[src/rtl/tmr_err_logger.sv]
// tmr_err_logger: counts and captures voter mismatch events from a triplicated 2-bit stage
// Ports:
//   clk        - sole clock, rising edge
//   rst        - asynchronous active-high reset
//   data_in    - data output of the upstream TMR stage
//   err_in     - error-sink output of the upstream TMR stage, synchronous to clk
//   clear_req  - supervisor clear request, four-phase level handshake
//   err_count  - saturating number of error events since the last clear
//   err_sticky - high while at least one error is logged
//   persistent - err_in was high for PERSIST_CYCLES consecutive samples
//   fault_data - data_in captured at the first event after a clear
//   clear_ack  - clear handshake acknowledge
module tmr_err_logger #(
    parameter int COUNT_W        = 8,
    parameter int PERSIST_CYCLES = 4
) (
    input  logic               clk,
    input  logic               rst,
    input  logic [1:0]         data_in,
    input  logic               err_in,
    input  logic               clear_req,
    output logic [COUNT_W-1:0] err_count,
    output logic               err_sticky,
    output logic               persistent,
    output logic [1:0]         fault_data,
    output logic               clear_ack
);
    typedef enum logic [1:0] {MONITOR, FAULT, ACK} state_t;
    localparam logic [7:0] PC = 8'(PERSIST_CYCLES);
    state_t             state_q;
    logic               err_q;
    logic [7:0]         run_q;
    logic [COUNT_W-1:0] cnt_q;
    logic               sticky_q;
    logic               pers_q;
    logic [1:0]         fdata_q;
    logic               ack_q;
    logic               evt;
    logic [7:0]         run_d;
    always_comb begin
        evt   = err_in & ~err_q;
        run_d = (run_q == PC) ? run_q : run_q + 8'd1;
    end
    always_ff @(posedge clk or posedge rst) begin
        if (rst) begin
            state_q  <= MONITOR;
            err_q    <= 1'b0;
            run_q    <= 8'd0;
            cnt_q    <= '0;
            sticky_q <= 1'b0;
            pers_q   <= 1'b0;
            fdata_q  <= 2'b00;
            ack_q    <= 1'b0;
        end else begin
            // err_q tracks err_in in every state so a held level is never recounted
            err_q <= err_in;
            case (state_q)
                MONITOR, FAULT: begin
                    if (clear_req) begin
                        // clear wins over any same-cycle event or run update
                        cnt_q    <= '0;
                        sticky_q <= 1'b0;
                        pers_q   <= 1'b0;
                        fdata_q  <= 2'b00;
                        run_q    <= 8'd0;
                        ack_q    <= 1'b1;
                        state_q  <= ACK;
                    end else begin
                        run_q <= err_in ? run_d : 8'd0;
                        if (err_in && run_d == PC) pers_q <= 1'b1;
                        if (evt) begin
                            if (state_q == MONITOR) begin
                                cnt_q    <= {{(COUNT_W-1){1'b0}}, 1'b1};
                                fdata_q  <= data_in;
                                sticky_q <= 1'b1;
                                state_q  <= FAULT;
                            end else if (cnt_q != '1) begin
                                cnt_q <= cnt_q + 1'b1;
                            end
                        end
                    end
                end
                ACK: begin
                    run_q <= 8'd0;
                    if (!clear_req) begin
                        ack_q   <= 1'b0;
                        state_q <= MONITOR;
                    end
                end
                default: state_q <= MONITOR;
            endcase
        end
    end
    assign err_count  = cnt_q;
    assign err_sticky = sticky_q;
    assign persistent = pers_q;
    assign fault_data = fdata_q;
    assign clear_ack  = ack_q;
endmodule

[config.mk]
export PLATFORM = sky130hd
export DESIGN_NAME = tmr_err_logger
export DESIGN_NICKNAME = d
export VERILOG_FILES = /design/src/rtl/tmr_err_logger.sv
export SDC_FILE = /design/constraint.sdc
export NUM_CORES = 1
export LEC_CHECK = 0
export CAP_MARGIN = 20
export CORE_ASPECT_RATIO = 1.25
export CORE_MARGIN = 2
export CORE_UTILIZATION = 49
export DETAILED_ROUTE_END_ITERATION = 6
export GPL_TIMING_DRIVEN = 0
export MAX_ROUTING_LAYER = met4
export PLACE_DENSITY_LB_ADDON = 0.1
export SKIP_CTS_REPAIR_TIMING = 1
export SLEW_MARGIN = 40
export SYNTH_ARGS = -nofsm -noshare
export SYNTH_HDL_FRONTEND = slang
export SYNTH_SLANG_ARGS = --single-unit
export TNS_END_PERCENT = 1
[constraint.sdc]
create_clock -name clk -period 1.7 [get_ports clk]
set_clock_uncertainty 0.15 [all_clocks]
set_input_delay 0.34 -clock clk [delete_from_list [all_inputs] [get_ports clk]]
set_output_delay 0.34 -clock clk [all_outputs]
set_load 0.03 [all_outputs]
==> results.py <==
metrics = {
    "run_status": {
        "status": "finished with violations",
        "failed_checks": "setup timing",
    },
    "detailed_routing": {
        "vias": 1295,
        "routedWlPerCell_um": 15.74,
        "first_pass_iters": 4,
        "via_per_inst": 6.023,
        "ant_nets": 0,
        "first_iter_violations": 34,
        "drt-total-wl_um": 3384,
        "drc": 0,
    },
    "global_route": {
        "antenna_found_initial": 0,
        "overflow": 0,
        "grtUsageTotal_pct": 23.33,
        "grt_max_degree": 25,
        "grt_pass1_vias": 1332,
        "grt_pass1_wl_um": 5947,
    },
    "timing": {
        "rsz0062_at_grt": "true",
        "hold_slack_ns": 0.2152,
        "min_period_ns": 1.826,
        "finalSetupViolCount": 8,
        "final.setup.worst_slack_ns": -0.1262,
        "period_share_pct": 107.4,
        "slew_viol_final": 0,
        "hold_violations": 0,
        "slew-limit-headroom_pct": 66.18,
        "fmax_ghz": 0.5476,
        "max_slew.worst_pin.slew_ns": 0.5066,
    },
    "worst_setup_path": {
        "r2r_end": "persistent$_DFFE_PP0P_",
        "cp_max_fo": 5,
        "cp-start-kind": "primary input",
        "crit_chain": "clkdlybuf4s50_1, and2b_1, o21ai_2, or4_1, mux2i_1",
        "ff2ff_setup_slack_ns": -0.10,
        "reg2reg_from": "run_q[0]$_DFFE_PP0P_",
        "r2r_cells": 6,
        "arrival_ns": 1.89,
        "max_stage_delay_ns": 0.55,
        "worstSetupPathType": "primary input to register",
        "critPathRequiredTime_ns": 1.76,
        "cpMaxStageDelayCell": "clkdlybuf4s50_1",
        "end_kind": "register",
    },
    "clocking": {
        "clock-root-buffer": "clkbuf_4",
        "h-tree-depth": 1,
        "clk_pin_slew_worst_paths_ns": 0.13,
        "clock_path_buffers": 2,
        "cts-buffers-inserted": 3,
        "cts_sinks": 24,
        "cts_tree": "yes",
        "clk_latency_ns": 0.31,
    },
    "synth": {
        "syn_inst": 156,
        "yosysMostFrequentCell": "dfrtp_1",
        "synth_nets": 165,
        "syn_avg_cell_area_sq_um": 9.192,
        "synth_common_cells": "dfrtp_1, nand2_1, o21ai_1",
        "ys_top_cells_by_area": "dfrtp_1, o21ai_1, nand2_1",
        "synth-edff-count": 0,
        "synth_cell_types": 46,
        "synthArstFlopShare_pct": 100.0,
        "seq_area_frac_synth_pct": 41.88,
        "yosys.area.top_type": "dfrtp_1",
        "synthDominantCellAreaShare_pct": 41.88,
        "ys.flop_type": "dfrtp_1",
        "synth_seq_cells": 24,
        "yosysWarnings": 0,
        "syn_area_sq_um": 1434,
    },
    "power_and_ir_drop": {
        "seqPwrFrac_pct": 55.7,
        "p_leak_uw": 0.0009727,
        "powerDensity_nw_per_um2": 619.5,
        "pwr-share-comb_pct": 21.3,
        "switching_power_uw": 344.8,
        "clkPwrFrac_pct": 23.0,
        "intPower_uw": 786.9,
        "vdd_drop_max_v": 0.0005267,
        "swShare_pct": 30.46,
    },
    "die": {
        "die_area_sq_um": 3378,
        "die_w_um": 52.39,
        "die_y_um": 64.48,
        "coreArea_sq_um": 2733,
        "io_pins": 19,
        "start_util_pct": 52.47,
        "rows": 21,
    },
    "place": {
        "io_buffers": 18,
        "place_area_sq_um": 1682,
        "place_ws_ns": -0.5198,
        "gp_congestion": 0.8732,
        "dp.final_hpwl_um": 2434,
        "dpl.cell_count": 208,
    },
    "worst_hold_path": {
        "hold_class": "primary input to async pin",
    },
    "final_layout": {
        "stdcell_area_sq_um": 1827,
        "final-instance-count-excl-fill": 215,
        "nNetsFinal": 191,
        "fin_util_pct": 66.85,
        "drive_gt1_share_pct": 20.99,
        "fillers": 223,
        "area_delta_synth_final_pct": 27.40,
        "antenna_cells": 0,
    },
    "flow_run": {
        "maxCapViolCount": 0,
    },
}
[registers in the layout (all words and copies together) (netlist names)]
register    count
fault_data      2
persistent      1
clear_ack       1
run_q           8
err_count       8
err_q           1
err_sticky      1
state_q         2
[metal layers]
metal | wire, um | vias to the layer above | GRT usage [%] | part of all wire (%)
met5 | 0 | - | - | 0
met4 | 41 | 0 | 9.615 | 1.2
met3 | 76 | 4 | 2.304 | 2.2
met2 | 1848 | 13 | 39.38 | 55
met1 | 1418 | 655 | 28.04 | 42
li1 | - | 623 | - | -
[how the worst max path moves through the flow]
stage	cells after the start	start	slack [ns]	end
6_report	5	err_in	-0.13	err_count[5]$_DFFE_PP0P_
5_1_grt	5	err_in	-0.24	err_count[5]$_DFFE_PP0P_
4_1_cts	1	err_count[0]$_DFFE_PP0P_	-0.27	err_count[0]
3_5_place_dp	6	err_in	-0.52	err_count[3]$_DFFE_PP0P_
3_3_place_gp	6	err_in	-0.46	err_count[3]$_DFFE_PP0P_
2_1_floorplan	5	err_count[0]$_DFFE_PP0P_	-0.03	err_count[5]$_DFFE_PP0P_
[cell families after synthesis]
family                     after synthesis  share of synthesized area [%]
adders and majority gates                3                          2.618
xor gates and xnor gates                 2                          1.222
AOI/OAI and AO/OA                       52                          25.39
DFF                                     24                          41.89
buffers and inverters                   17                          6.108
muxes                                    1                         0.6981
and+or+nand+nor                         57                          22.08
[stage by stage]
step | power, uW | setup TNS (ns)
floorplan | 775.9 | -0.07795
detailed placement | 868.9 | -7.275
finish | 1132 | -0.3070
CTS | 1126 | -4.466
global route | 1186 | -1.795
global placement | 859.3 | -6.390
[cell usage in the layout (no fill, tap or decap), types with 3 or more instances in the layout]
| cell type | instances |
|---|---|
| nand2_1 | 15 |
| buf_6 | 3 |
| dfrtp_1 | 18 |
| nor2_1 | 9 |
| and4_1 | 3 |
| inv_1 | 8 |
| dlymetal6s2s_1 | 14 |
| nand2b_1 | 5 |
| o31ai_1 | 4 |
| a22o_1 | 3 |
| dfrtp_2 | 6 |
| clkdlybuf4s50_1 | 4 |
| a21oi_1 | 4 |
| clkbuf_4 | 5 |
| o21ai_0 | 7 |
| nand3_1 | 7 |
| o21ai_1 | 13 |
| buf_4 | 3 |
[final cells by class]
class / count / area, sq um / share of cell area (%)
Timing Repair Buffer: 21 / 237.7 / 13.01
Sequential cell: 24 / 608.1 / 33.29
Inverter: 10 / 37.54 / 2.055
Clock buffer: 4 / 26.28 / 1.438
Buffer: 7 / 58.81 / 3.219
Multi-Input combinational cell: 115 / 815.8 / 44.66
Tap cell: 34 / 42.54 / 2.329
[power groups by stage]
| stage | clock network [uW] | registers [uW] | logic, uW |
|---|---|---|---|
| 2_1_floorplan | 0 | 680 | 95.5 |
| 6_report | 260 | 631 | 241 |
| 3_3_place_gp | 0 | 640 | 219 |
| 3_5_place_dp | 0 | 643 | 226 |
| 4_1_cts | 268 | 631 | 227 |
| 5_1_grt | 286 | 636 | 264 |
[worst max-delay path: cells and delay by family]
family,cells,cell delay [ns]
AOI/OAI and AO/OA,1,0.10
buffers and inverters,1,0.55
muxes,1,0.13
and+or+nand+nor,2,0.76
No activity file was read; power rests on OpenSTA's default activity.
